--- config.mk ---
export PLATFORM = sky130hd
export DESIGN_NAME = prog_clk_divider
export DESIGN_NICKNAME = d
export VERILOG_FILES = /design/src/rtl/clk_div_pkg.sv /design/src/rtl/clk_div_channel.sv /design/src/rtl/prog_clk_divider.sv
export SDC_FILE = /design/constraint.sdc
export NUM_CORES = 1
export LEC_CHECK = 0
export ABC_AREA = 1
export CAP_MARGIN = 20
export CORE_MARGIN = 3
export CORE_UTILIZATION = 55
export CTS_CLUSTER_SIZE = 28
export DETAILED_ROUTE_END_ITERATION = 8
export PLACE_DENSITY_LB_ADDON = 0.15
export SYNTH_ARGS = -nofsm -noshare
export SYNTH_HDL_FRONTEND = slang
export SYNTH_SLANG_ARGS = --single-unit
--- constraint.sdc ---
create_clock -name clk_in -period 5.4 [get_ports clk_in]
set_input_delay 1.08 -clock clk_in [delete_from_list [all_inputs] [get_ports clk_in]]
set_output_delay 1.08 -clock clk_in [all_outputs]
set_load 0.01 [all_outputs]
--- src/rtl/clk_div_pkg.sv ---
// -----------------------------------------------------------------------------
// clk_div_pkg
// Shared constants and helpers for the programmable clock divider.
//   DEFAULT_DIV_25M_64K : reset period (25 MHz input -> ~64 kHz output)
//   half_ceil(p)        : ceil(p/2), the number of low cycles in a period
//   div_valid(p)        : true when p is a usable period (p >= 2)
// Helpers take 32-bit operands so they serve any counter width up to 32.
// -----------------------------------------------------------------------------
package clk_div_pkg;

  localparam int unsigned DEFAULT_DIV_25M_64K = 390;

  function automatic logic [31:0] half_ceil(input logic [31:0] p);
    return (p >> 1) + {31'd0, p[0]};
  endfunction

  function automatic logic div_valid(input logic [31:0] p);
    return p >= 32'd2;
  endfunction

endpackage

--- src/rtl/clk_div_channel.sv ---
// -----------------------------------------------------------------------------
// clk_div_channel
// One divider channel: period counter, active/shadow period, pending flag and
// registered outputs.
//   clk_in     : clock
//   reset_n    : asynchronous active-low reset
//   en         : run enable (0 forces phase 0 and lands any pending period)
//   sync_start : restart at phase 0 (when enabled)
//   wr         : write strobe for this channel
//   wr_div     : new period written into the shadow register
//   clk_out    : divided waveform, high when count >= ceil(P/2)
//   tick       : one-cycle strobe on the last cycle of each period
//   pending    : a shadow period waits for the next period boundary
// -----------------------------------------------------------------------------
module clk_div_channel
  import clk_div_pkg::*;
#(
  parameter int CNT_W       = 16,
  parameter int DEFAULT_DIV = DEFAULT_DIV_25M_64K
) (
  input  logic             clk_in,
  input  logic             reset_n,
  input  logic             en,
  input  logic             sync_start,
  input  logic             wr,
  input  logic [CNT_W-1:0] wr_div,
  output logic             clk_out,
  output logic             tick,
  output logic             pending
);

  localparam logic [CNT_W-1:0] ONE     = CNT_W'(1);
  localparam logic [CNT_W-1:0] DIV_RST = CNT_W'(DEFAULT_DIV);

  logic [CNT_W-1:0] count, count_nx;
  logic [CNT_W-1:0] p_act, p_act_nx;
  logic [CNT_W-1:0] p_shadow, p_shadow_nx;
  logic             pending_nx;
  logic             boundary;
  logic             clk_out_nx;
  logic             tick_nx;
  logic             act_ok_nx;

  always_comb begin
    count_nx = count;
    boundary = 1'b0;
    if (!en) begin
      count_nx = '0;
      boundary = 1'b1;
    end else if (sync_start) begin
      count_nx = '0;
      boundary = 1'b1;
    end else if (!div_valid(32'(p_act))) begin
      // Unusable period: park at phase 0; only disable/sync can load a new one.
      count_nx = '0;
    end else if (count == p_act - ONE) begin
      count_nx = '0;
      boundary = 1'b1;
    end else begin
      count_nx = count + ONE;
    end
  end

  // A write on a boundary edge keeps the new value pending: the boundary
  // consumes the shadow value that was already there.
  always_comb begin
    p_act_nx    = (boundary && pending) ? p_shadow : p_act;
    p_shadow_nx = wr ? wr_div : p_shadow;
    pending_nx  = wr ? 1'b1 : (boundary ? 1'b0 : pending);
  end

  // Outputs are decoded from next-state count/period and registered.
  always_comb begin
    act_ok_nx  = div_valid(32'(p_act_nx));
    clk_out_nx = act_ok_nx && (32'(count_nx) >= half_ceil(32'(p_act_nx)));
    tick_nx    = act_ok_nx && (count_nx == p_act_nx - ONE);
  end

  always_ff @(posedge clk_in or negedge reset_n) begin
    if (!reset_n) begin
      count    <= '0;
      p_act    <= DIV_RST;
      p_shadow <= DIV_RST;
      pending  <= 1'b0;
      clk_out  <= 1'b0;
      tick     <= 1'b0;
    end else begin
      count    <= count_nx;
      p_act    <= p_act_nx;
      p_shadow <= p_shadow_nx;
      pending  <= pending_nx;
      clk_out  <= clk_out_nx;
      tick     <= tick_nx;
    end
  end

endmodule

--- src/rtl/prog_clk_divider.sv ---
// -----------------------------------------------------------------------------
// prog_clk_divider
// Multi-channel runtime-programmable clock divider. Each channel produces a
// registered divided waveform and a period tick; ratio updates land only at
// period boundaries.
//   clk_in      : sole clock
//   reset_n     : asynchronous active-low reset
//   cfg_wr      : one-cycle write strobe for a divide value
//   cfg_ch      : target channel of cfg_wr (out-of-range values ignored)
//   cfg_div     : new period in clk_in cycles
//   sync_start  : restart all enabled channels at phase 0
//   ch_en       : per-channel run enable
//   clk_out     : per-channel divided waveform
//   tick        : per-channel last-cycle-of-period strobe
//   cfg_pending : per-channel "written value awaiting boundary"
// -----------------------------------------------------------------------------
module prog_clk_divider
  import clk_div_pkg::*;
#(
  parameter  int NUM_CH      = 4,
  parameter  int CNT_W       = 16,
  parameter  int DEFAULT_DIV = DEFAULT_DIV_25M_64K,
  localparam int CH_W        = (NUM_CH > 1) ? $clog2(NUM_CH) : 1
) (
  input  logic              clk_in,
  input  logic              reset_n,
  input  logic              cfg_wr,
  input  logic [CH_W-1:0]   cfg_ch,
  input  logic [CNT_W-1:0]  cfg_div,
  input  logic              sync_start,
  input  logic [NUM_CH-1:0] ch_en,
  output logic [NUM_CH-1:0] clk_out,
  output logic [NUM_CH-1:0] tick,
  output logic [NUM_CH-1:0] cfg_pending
);

  logic [NUM_CH-1:0] ch_wr;

  for (genvar i = 0; i < NUM_CH; i++) begin : g_ch
    // Exact match decode: channel numbers >= NUM_CH select nothing.
    assign ch_wr[i] = cfg_wr && (32'(cfg_ch) == 32'(i));

    clk_div_channel #(
      .CNT_W       (CNT_W),
      .DEFAULT_DIV (DEFAULT_DIV)
    ) u_ch (
      .clk_in     (clk_in),
      .reset_n    (reset_n),
      .en         (ch_en[i]),
      .sync_start (sync_start),
      .wr         (ch_wr[i]),
      .wr_div     (cfg_div),
      .clk_out    (clk_out[i]),
      .tick       (tick[i]),
      .pending    (cfg_pending[i])
    );
  end

endmodule

After elaboration in Yosys (flattened, before gate mapping)
Cells that the tools add are included.
- bits in registers: 204
- output and inout port bits: 12
- logic and storage cells: 128
- add/sub/neg operators: 16
- $lt $le $gt $ge: 12
- equality and inequality tests: 11
- multiplexer cells: 44
- reduce and logical (&&, ||, !) cells: 21
- operators by type and width (cell ; count):
    $mux 16 ; 20
    $eq 16x16->1 ; 8
    $ge 16x2->1 const B ; 8
    $ge 16x32->1 ; 4
    $sub 16x1->16 const B ; 8
    $add 15x1->16 ; 4
    $add 16x1->16 const B ; 4
    $mux 1 ; 24
    $logic_and 1x1->1 ; 16
    $reduce_bool 2->1 ; 4
    $eq 2x2->1 const B ; 2
    $eq 2x1->1 const B ; 1
    $logic_not 2->1 ; 1

Logic depth before layout (Yosys ltp)
Gate-level depths: netlist of run 1.
- depth after elaboration: 11
- gate-level depth with buffers: 36

Cells and area by module
A second synthesis of run 1 with hierarchy kept.
- cell total of the unflattened synthesis: 2664
- area total of the unflattened synthesis: 17830.9 um2
- modules (own cells, without submodules) (module ; times used ; cells an instance ; area each (um2)):
    clk_div_channel at g_ch[0].u_ch ... ; 2 ; 679 ; 4509.3
    clk_div_channel at g_ch[1].u_ch ; 1 ; 665 ; 4401.7
    clk_div_channel at g_ch[3].u_ch ; 1 ; 633 ; 4380.5
    prog_clk_divider ; 1 ; 8 ; 30.0

Least setup slack after synthesis of run 1
Ideal clock, no wire load.
- path type: flip-flop to flip-flop
- from: reg g_ch[3].u_ch.p_act[1]
- to: reg g_ch[3].u_ch.clk_out
- data arrival time: 4.134 ns
- required time: 5.280 ns
- slack: 1.146 ns
- cell stages (with the launch flop): 33
- buffers on the path: 2
- period minus slack after synthesis: 4.254 ns
- cells stage by stage: dfstp_2 -> inv_1 -> ha_1 -> inv_1 -> nand2_1 -> nand2_1 -> nand2_1 -> nor2_1 -> nand2_1 -> nor2_1 -> nand3_1 -> nor2_2 -> nand4_2 -> nand2_4 -> nand2_2 -> buf_6 -> buf_6 -> nand2_1 -> nand2_1 -> ha_1 -> xnor2_1 -> ha_1 -> a21boi_0 -> o21a_1 -> o21a_1 -> o21a_1 -> o21a_1 -> o21a_1 -> o21ai_0 -> nand2_1 -> a21oi_1 -> o221a_2 -> nor2_1
- word-level cells in the longest chain between the ends: 11
- elaborated cells on any way between the ends: 17
- RTL lines (element ; RTL line ; RTL):
    start, declared ; clk_div_channel.sv:36 ; logic [CNT_W-1:0] p_act, p_act_nx;
    start signal, assigned ; clk_div_channel.sv:89 ; p_act <= p_act_nx;
    $sub 16x1->16 ; clk_div_channel.sv:56 ; end else if (count == p_act - ONE) begin
    $eq 16x16->1 ; clk_div_channel.sv:56 ;
    $mux 1 ; clk_div_channel.sv:56 ;
    $mux 1 ; clk_div_channel.sv:53 ; end else if (!div_valid(32'(p_act))) begin
    $mux 1 ; clk_div_channel.sv:50 ; end else if (sync_start) begin
    $mux 1 ; clk_div_channel.sv:47 ; if (!en) begin
    $logic_and 1x1->1 ; clk_div_channel.sv:67 ; p_act_nx = (boundary && pending) ? p_shadow : p_act;
    $mux 16 ; clk_div_channel.sv:67 ;
    $add 15x1->16 ; clk_div_pkg.sv:14 ; return (p >> 1) + {31'd0, p[0]};
    $ge 16x32->1 ; clk_div_channel.sv:75 ; clk_out_nx = act_ok_nx && (32'(count_nx) >= half_ceil(32'(p_act_nx)));
    $logic_and 1x1->1 (*) ; clk_div_channel.sv:75 ;
    net g_ch[3].u_ch.clk_out_nx ; clk_div_channel.sv:40 ; logic clk_out_nx;
    end signal, assigned ; clk_div_channel.sv:92 ; clk_out <= clk_out_nx;
    end, declared ; clk_div_channel.sv:27 ; output logic clk_out,
The timed path passes the listed nets; every way through them passes the cells marked *.
A chain may end at the register's enable or synchronous reset.

Worst setup path in the final report of run 1
- from: reg g_ch[2].u_ch.p_act[1]
- to: reg g_ch[2].u_ch.clk_out
- word-level cells in the longest chain between the ends: 11
- elaborated cells on any way between the ends: 17
- RTL lines (element ; RTL line):
    start, declared ; clk_div_channel.sv:36
    start signal, assigned ; clk_div_channel.sv:89
    $sub 16x1->16 ; clk_div_channel.sv:56
    $eq 16x16->1 ; clk_div_channel.sv:56
    $mux 1 ; clk_div_channel.sv:56
    $mux 1 (*) ; clk_div_channel.sv:53
    $mux 1 (*) ; clk_div_channel.sv:50
    $mux 1 (*) ; clk_div_channel.sv:47
    $logic_and 1x1->1 (*) ; clk_div_channel.sv:67
    $mux 16 (*) ; clk_div_channel.sv:67
    net g_ch[2].u_ch.p_act_nx[0] ; clk_div_channel.sv:36
    $add 15x1->16 ; clk_div_pkg.sv:14
    $ge 16x32->1 ; clk_div_channel.sv:75
    $logic_and 1x1->1 (*) ; clk_div_channel.sv:75
    net g_ch[2].u_ch.clk_out_nx ; clk_div_channel.sv:40
    end signal, assigned ; clk_div_channel.sv:92
    end, declared ; clk_div_channel.sv:27
Marks and branches as above.

==> results.py, run 1 <==
metrics = {
    "status": {
        "outcome": "finished, final reports clean",
    },
    "floorplan": {
        "start_util": 0.5633,
        "dieArea_um2": 32820,
        "die_x_um": 181.2,
        "core-area_um2": 29950,
        "ios": 38,
        "rows": 63,
        "die-height_um": 181.2,
    },
    "layout": {
        "layoutNonFillerInstCount": 2918,
        "drive_gt1_frac": 0.09256,
        "syn_to_final_growth_pct": 9.195,
        "nets": 2625,
        "design_area_um2": 18420,
        "antenna_cells": 0,
    },
    "synthesis": {
        "synth_edf_count": 0,
        "synth_area_leaders": "dfrtp_1, nand2_1, inv_1",
        "synth_flop_cell": "dfrtp_1",
        "synth_cell_types": 55,
        "synth_area_per_cell_um2": 6.820,
        "synth_warnings": 0,
        "synth_top_area_cell": "dfrtp_1",
        "ys_seq_elements": 204,
        "ys_seq_area_frac": 0.3049,
        "syn_area_um2": 16870,
        "synth_top_area_frac": 0.2551,
        "synth_cells": 2474,
        "async_flop_share": 1.000,
        "synth_nets": 2588,
    },
    "placed_design": {
        "place_ws_ps": 179.7,
        "dp_hpwl_um": 36570,
        "placed_area_um2": 17540,
        "placedCellCount": 2865,
        "io_buffer_count": 37,
        "gp_congestion": 0.9532,
    },
    "route": {
        "route.final.wire_length_um": 45820,
        "wl_per_cell_um": 15.70,
        "vias_per_cell": 5.308,
        "drc": 0,
        "detail_route.first_pass.iterations": 9,
        "vias": 15490,
        "drt_iter0_markers": 1022,
        "ant_nets": 0,
    },
    "grt": {
        "overflow": 0,
        "grt_pass1_wl_um": 74380,
        "antenna_found_initial": 0,
        "grt_max_degree": 104,
        "grt_pass1_vias": 14620,
        "track_usage": 0.2739,
    },
    "timing": {
        "fin_hold_ws_ps": 487.2,
        "period_minus_slack_ps": 4915,
        "hold_viol": 0,
        "max_freq_mhz": 203.5,
        "setup-violations-final": 0,
        "skew_ps": 16.06,
        "rsz0062_at_grt": "yes",
        "setup_slack_ps": 485.5,
        "final_max_slew_viol_count": 0,
        "final.period_utilization": 0.9101,
        "worstMarginPinSlew_ps": 812.1,
        "relSlewSlack": 0.4586,
    },
    "hold_path": {
        "hold_class": "flip-flop to flip-flop",
        "hold_depth": 2,
    },
    "cts": {
        "htreeDepth": 1,
        "root_buffer": "clkbuf_16",
        "postCtsHoldBufs": 0,
        "cts_sinks": 204,
        "cts-buffers-inserted": 23,
        "path_clk_slew_ps": 60,
        "tritoncts": "yes",
        "worst_skew_pair.late_latency_ps": 520,
        "clock_path_buffers": 3,
    },
    "power_and_ir_drop": {
        "p_leak_nw": 9.409,
        "ir_drop_mv": 0.2786,
        "power_w": 0.005890,
        "power_density_nw_per_um2": 319.7,
    },
    "critical_path": {
        "slowest_stage": "dfstp_2",
        "crit_fanout": 12,
        "cpMostUsedCell": "nor2_1",
        "worst_setup_path_start_kind": "flip-flop",
        "critical_path_arrival_ps": 5350,
        "worstRegToRegCells": 29,
        "worstPathRequired_ps": 5840,
        "critPathKind": "flip-flop to flip-flop",
        "crit_path_end_kind": "flip-flop",
        "max_stage_delay_ps": 550,
    },
    "flow_run": {
        "maxCapViolations": 0,
    },
}
==> worst max-delay path: cells and delay by family, from the launching register on <==
kind                     cells  cell delay [ps]
buffers and inverters        2              170
XOR/XNOR                     1              130
adder cells (fa/ha/maj)      3              800
flip-flops                   1              550
AO/OA/AOI/OAI                3              670
AND/OR/NAND/NOR             20             2540
==> layout by cell type (no fill, tap or decap), drive strengths merged, types with 3 or more instances in the layout <==
cell,Yosys,routed
a21boi,4,4
a21oi,29,29
and3,3,3
buf,29,25
clkbuf,21,32
clkdlybuf4s50,0,36
clkinv,4,13
dfrtp,172,172
dfstp,32,32
ha,88,88
inv,343,344
nand2,778,778
nand3,222,222
nand3b,42,42
nand4,42,42
nor2,303,303
nor3,34,34
o21a,18,18
o21ai,122,122
o21bai,5,5
or2,5,5
xnor2,53,53
xor2,103,103
==> logic make-up after synthesis <==
| family | share of synthesized area |
|---|---|
| AOI/OAI and AO/OA | 0.06704 |
| DFF | 0.3049 |
| and+or+nand+nor | 0.3835 |
| xor gates and xnor gates | 0.08365 |
| adders and majority gates | 0.06526 |
| buffers and inverters | 0.09566 |
==> state kept, by name, summed over array words and instances, names as in the netlist <==
name,flops
g_ch.u_ch.p_act,64
g_ch.u_ch.pending,4
g_ch.u_ch.count,64
g_ch.u_ch.tick,4
g_ch.u_ch.p_shadow,64
g_ch.u_ch.clk_out,4
==> final timing paths <==
kind                                                      start                              endpoint  slack [ps]
setup / recovery                g_ch[2].u_ch.p_act[1]$_DFF_PN1_        g_ch[2].u_ch.clk_out$_DFF_PN0_         490
hold / removal             g_ch[3].u_ch.p_shadow[0]$_DFFE_PN0P_  g_ch[3].u_ch.p_shadow[0]$_DFFE_PN0P_         490
setup reg to reg                g_ch[2].u_ch.p_act[1]$_DFF_PN1_        g_ch[2].u_ch.clk_out$_DFF_PN0_         490
hold reg to reg            g_ch[3].u_ch.p_shadow[0]$_DFFE_PN0P_  g_ch[3].u_ch.p_shadow[0]$_DFFE_PN0P_         490
max in group asynchronous                               reset_n       g_ch[1].u_ch.p_act[1]$_DFF_PN1_        3720
min in group asynchronous                               reset_n      g_ch[3].u_ch.count[10]$_DFF_PN0_         600
==> area by class of cell <==
cell class	instances	area, um^2
Fill cell	2803	11530
Multi-Input combinational cell	1873	10120
Sequential cell	204	5145
Inverter	347	1303
Clock buffer	31	665.6
Timing Repair Buffer	62	615.6
Tap cell	390	488.0
Clock inverter	11	83.83
==> layer usage <==
layer | vias up | wire, um | global-route usage
met1 | 7157 | 21620 | 0.3925
met5 | - | 0 | 0
met4 | 0 | 833 | 0.05149
met3 | 61 | 2383 | 0.03221
met2 | 403 | 20980 | 0.4521
li1 | 7868 | - | -
==> Yosys cell counts, types with 3 or more instances <==
cell type	count
nand3_2	9
nand2_1	732
ha_1	88
o21ai_2	3
nand3b_1	42
o21ai_1	6
nor3_1	26
buf_6	8
or2_2	3
nor2_2	26
xor2_1	103
dfstp_2	32
inv_2	13
nor2_1	260
and3_1	3
o21bai_1	5
inv_1	330
nand3_1	213
a21oi_1	28
o21ai_4	3
dfrtp_1	172
buf_2	6
clkinv_1	4
o21a_1	18
clkbuf_1	21
nand4_1	40
nor2_4	17
o21ai_0	110
a21boi_0	4
buf_4	15
xnor2_1	53
nand2_4	8
nand2_2	38
nor3_2	6
==> power by group <==
part / switching [W] / internal, W / leakage, nW
Combinational: 0.00154 / 0.000796 / 6.46
Clock: 0.000651 / 0.000911 / 0.383
Sequential: 0.000230 / 0.00176 / 2.56
Total: 0.00242 / 0.00347 / 9.41
==> what timing repair did <==
item,in CTS,in global routing
endpoints found under the setup margin,0,3
gates resized for setup,0,3
buffers inserted,0,7
==> stage by stage <==
stage | TNS, ps | utilization
after floorplan | 0 | -
after global placement | 0 | 0.5856
after detailed placement | 0 | 0.5856
after CTS | 0 | 0.6107
after global routing | -70.67 | 0.6151
final | 0 | 0.6151
No activity file was read; power rests on OpenSTA's default activity.
==> run 2: changes to the inputs <==
--- a/config.mk
+++ b/config.mk
@@ -12,6 +12,7 @@
 export CTS_CLUSTER_SIZE = 28
 export DETAILED_ROUTE_END_ITERATION = 8
 export PLACE_DENSITY_LB_ADDON = 0.15
+export SLEW_MARGIN = 20
 export SYNTH_ARGS = -nofsm -noshare
 export SYNTH_HDL_FRONTEND = slang
 export SYNTH_SLANG_ARGS = --single-unit
==> run 2 against run 1 <==
  * Die area did not move
  * Global-route usage stayed put
  * Setup slack about the same
  * Wire length shrank 0.29%
  * Register-to-register slack is essentially flat
  * Via count is 0.12% lower
==> results.py, run 2 (synthesis results as in run 1) <==
metrics = {
    "status": {
        "outcome": "finished, final reports clean",
    },
    "timing": {
        "final.period_utilization": 0.9101,
        "worstMarginPinSlew_ps": 816.4,
        "final_max_slew_viol_count": 0,
        "rsz0062_at_grt": "yes",
        "setup-violations-final": 0,
        "max_freq_mhz": 203.5,
        "relSlewSlack": 0.4558,
        "tns_ps": 0,
        "skew_ps": 22.07,
        "hold_viol": 0,
        "period_minus_slack_ps": 4915,
        "setup_slack_ps": 485.3,
    },
    "critical_path": {
        "worstRegToRegCells": 30,
        "crit_fanout": 11,
        "max_stage_delay_ps": 600,
        "rr_startpoint": "g_ch[0].u_ch.p_act[1]$_DFF_PN1_",
        "worstPathRequired_ps": 5800,
        "reg2reg_slack_ps": 490,
        "critical_path_arrival_ps": 5320,
        "crit_path_end_kind": "flip-flop",
        "worstSetupStartpoint": "g_ch[0].u_ch.p_act[1]$_DFF_PN1_",
        "worst_setup_path_start_kind": "flip-flop",
        "critPathKind": "flip-flop to flip-flop",
        "cpMostUsedCell": "nand2_1",
        "r2r_end": "g_ch[0].u_ch.clk_out$_DFF_PN0_",
        "slowest_stage": "dfstp_2",
    },
    "layout": {
        "syn_to_final_growth_pct": 8.899,
        "ff_latch_area_um2": 5145,
        "drive_gt1_frac": 0.09271,
        "multi_input_area_um2": 10140,
        "fill_cells": 2809,
        "antenna_cells": 0,
        "nets": 2621,
        "final_cell_mix": "nand2_1, inv_1, nor2_1",
        "top_regs": "g_ch.u_ch.count: 64 flops, g_ch.u_ch.p_act: 64 flops, g_ch.u_ch.p_shadow: 64 flops",
        "final_common_cell": "nand2_1",
    },
    "hold_path": {
        "hold_class": "flip-flop to flip-flop",
        "hp-start": "g_ch[1].u_ch.p_shadow[0]$_DFFE_PN0P_",
        "hold_depth": 2,
        "min_to": "g_ch[1].u_ch.p_shadow[0]$_DFFE_PN0P_",
    },
    "cts": {
        "path_clk_slew_ps": 60,
        "cts_sinks": 204,
        "root_buffer": "clkbuf_16",
        "tritoncts": "yes",
        "cts-buffers-inserted": 23,
        "clock_path_buffers": 3,
        "htreeDepth": 1,
        "worst_skew_pair.late_latency_ps": 530,
    },
    "route": {
        "detail_route.first_pass.iterations": 6,
        "vias": 15470,
        "drc": 0,
        "drt_iter0_markers": 1075,
        "wl_per_cell_um": 15.68,
        "vias_per_cell": 5.309,
        "route.final.wire_length_um": 45690,
        "ant_nets": 0,
    },
    "floorplan": {
        "start_util": 0.5633,
        "rows": 63,
        "die-height_um": 181.2,
        "core-area_um2": 29950,
        "dieArea_um2": 32820,
        "ios": 38,
        "die_x_um": 181.2,
    },
    "power_and_ir_drop": {
        "power_density_nw_per_um2": 320.3,
        "p_leak_nw": 9.376,
        "power_w": 0.005886,
        "ir_drop_mv": 0.2783,
    },
    "grt": {
        "track_usage": 0.2739,
        "antenna_found_initial": 0,
        "grt_max_degree": 104,
        "grt_pass1_vias": 14620,
        "grt_pass1_wl_um": 74380,
        "overflow": 0,
    },
    "placed_design": {
        "place_ws_ps": 179.7,
        "io_buffer_count": 37,
        "dp_hpwl_um": 36570,
        "gp_congestion": 0.9532,
    },
    "flow_run": {
        "maxCapViolations": 0,
    },
}
-- run 2: changes by cell type in the layout (fill, tap and decap cells not counted), sizes merged --
cell and change:
buf -3, clkbuf -1
-- run 2: area by class of cell --
cell class                      instances  area share
Tap cell                              390     0.02656
Clock inverter                         11    0.004562
Clock buffer                           31     0.03623
Sequential cell                       204      0.2800
Inverter                              347     0.07089
Timing Repair Buffer                   58     0.02969
Multi-Input combinational cell       1873      0.5521
-- run 2: worst max-delay path, delay by kind of cell, from the launching register on --
kind | cells | cell delay, ps
xor+xnor | 2 | 300
fa+ha+maj | 3 | 760
buf+inv | 2 | 240
compound gates | 9 | 1270
simple gates | 14 | 1610
flops | 1 | 600
-- run 2: where the power goes --
| group | internal (W) | switching (W) |
|---|---|---|
| clock | 0.000911 | 0.000652 |
| combinational | 0.000793 | 0.00154 |
| sequential | 0.00176 | 0.000231 |
-- run 2: layer usage --
layer  routed length, um  global-route usage
met1               21560              0.3925
met2               20930              0.4521
met3                2406             0.03221
met4                 801             0.05149
met5                   0                   0
-- run 2: timing repair --
| action | 4_1_cts | 5_1_grt |
|---|---|---|
| hold buffers | 0 | 0 |
| gates resized for setup | 0 | 3 |
| setup endpoints to repair | 0 | 3 |
| setup buffers | 0 | 7 |
| endpoints found under the hold margin | 0 | 0 |
-- run 2: how the worst max path moves through the flow --
stage | to | slack [ps] | cells past startpoint
after global routing | g_ch[0].u_ch.clk_out$_DFF_PN0_ | -70 | 31
after CTS | g_ch[2].u_ch.clk_out$_DFF_PN0_ | 450 | 29
after global placement | g_ch[2].u_ch.clk_out$_DFF_PN0_ | 230 | 22
after floorplan | g_ch[3].u_ch.clk_out$_DFF_PN0_ | 1150 | 32
final | g_ch[0].u_ch.clk_out$_DFF_PN0_ | 490 | 30
after detailed placement | g_ch[3].u_ch.clk_out$_DFF_PN0_ | 180 | 21
-- run 2: stage by stage --
step / hold slack (ps) / utilization / instance area (um^2) / cells
5_1_grt: 508.4 / 0.6134 / 18370 / 2914
3_3_place_gp: 459.5 / 0.5856 / 17540 / 2865
2_1_floorplan: 444.4 / - / 16870 / 2474
4_1_cts: 489.4 / 0.6107 / 18290 / 2907
3_5_place_dp: 468.2 / 0.5856 / 17540 / 2865
6_report: 487.5 / 0.6134 / 18370 / 2914
==> run 3: changes to the inputs <==
==> constraint.sdc (replaced) <==
create_clock -name clk_in -period 5.4 [get_ports clk_in]
set_input_delay 1.08 -clock clk_in [delete_from_list [all_inputs] [get_ports clk_in]]
set_output_delay 1.08 -clock clk_in [all_outputs]
set_load 0.005 [all_outputs]
==> results of run 3 <==
Same layout as run 2 (identical final DEF). Status: finished, final reports clean.
Among the figures that moved: total power 0.005886 W -> 0.005885 W
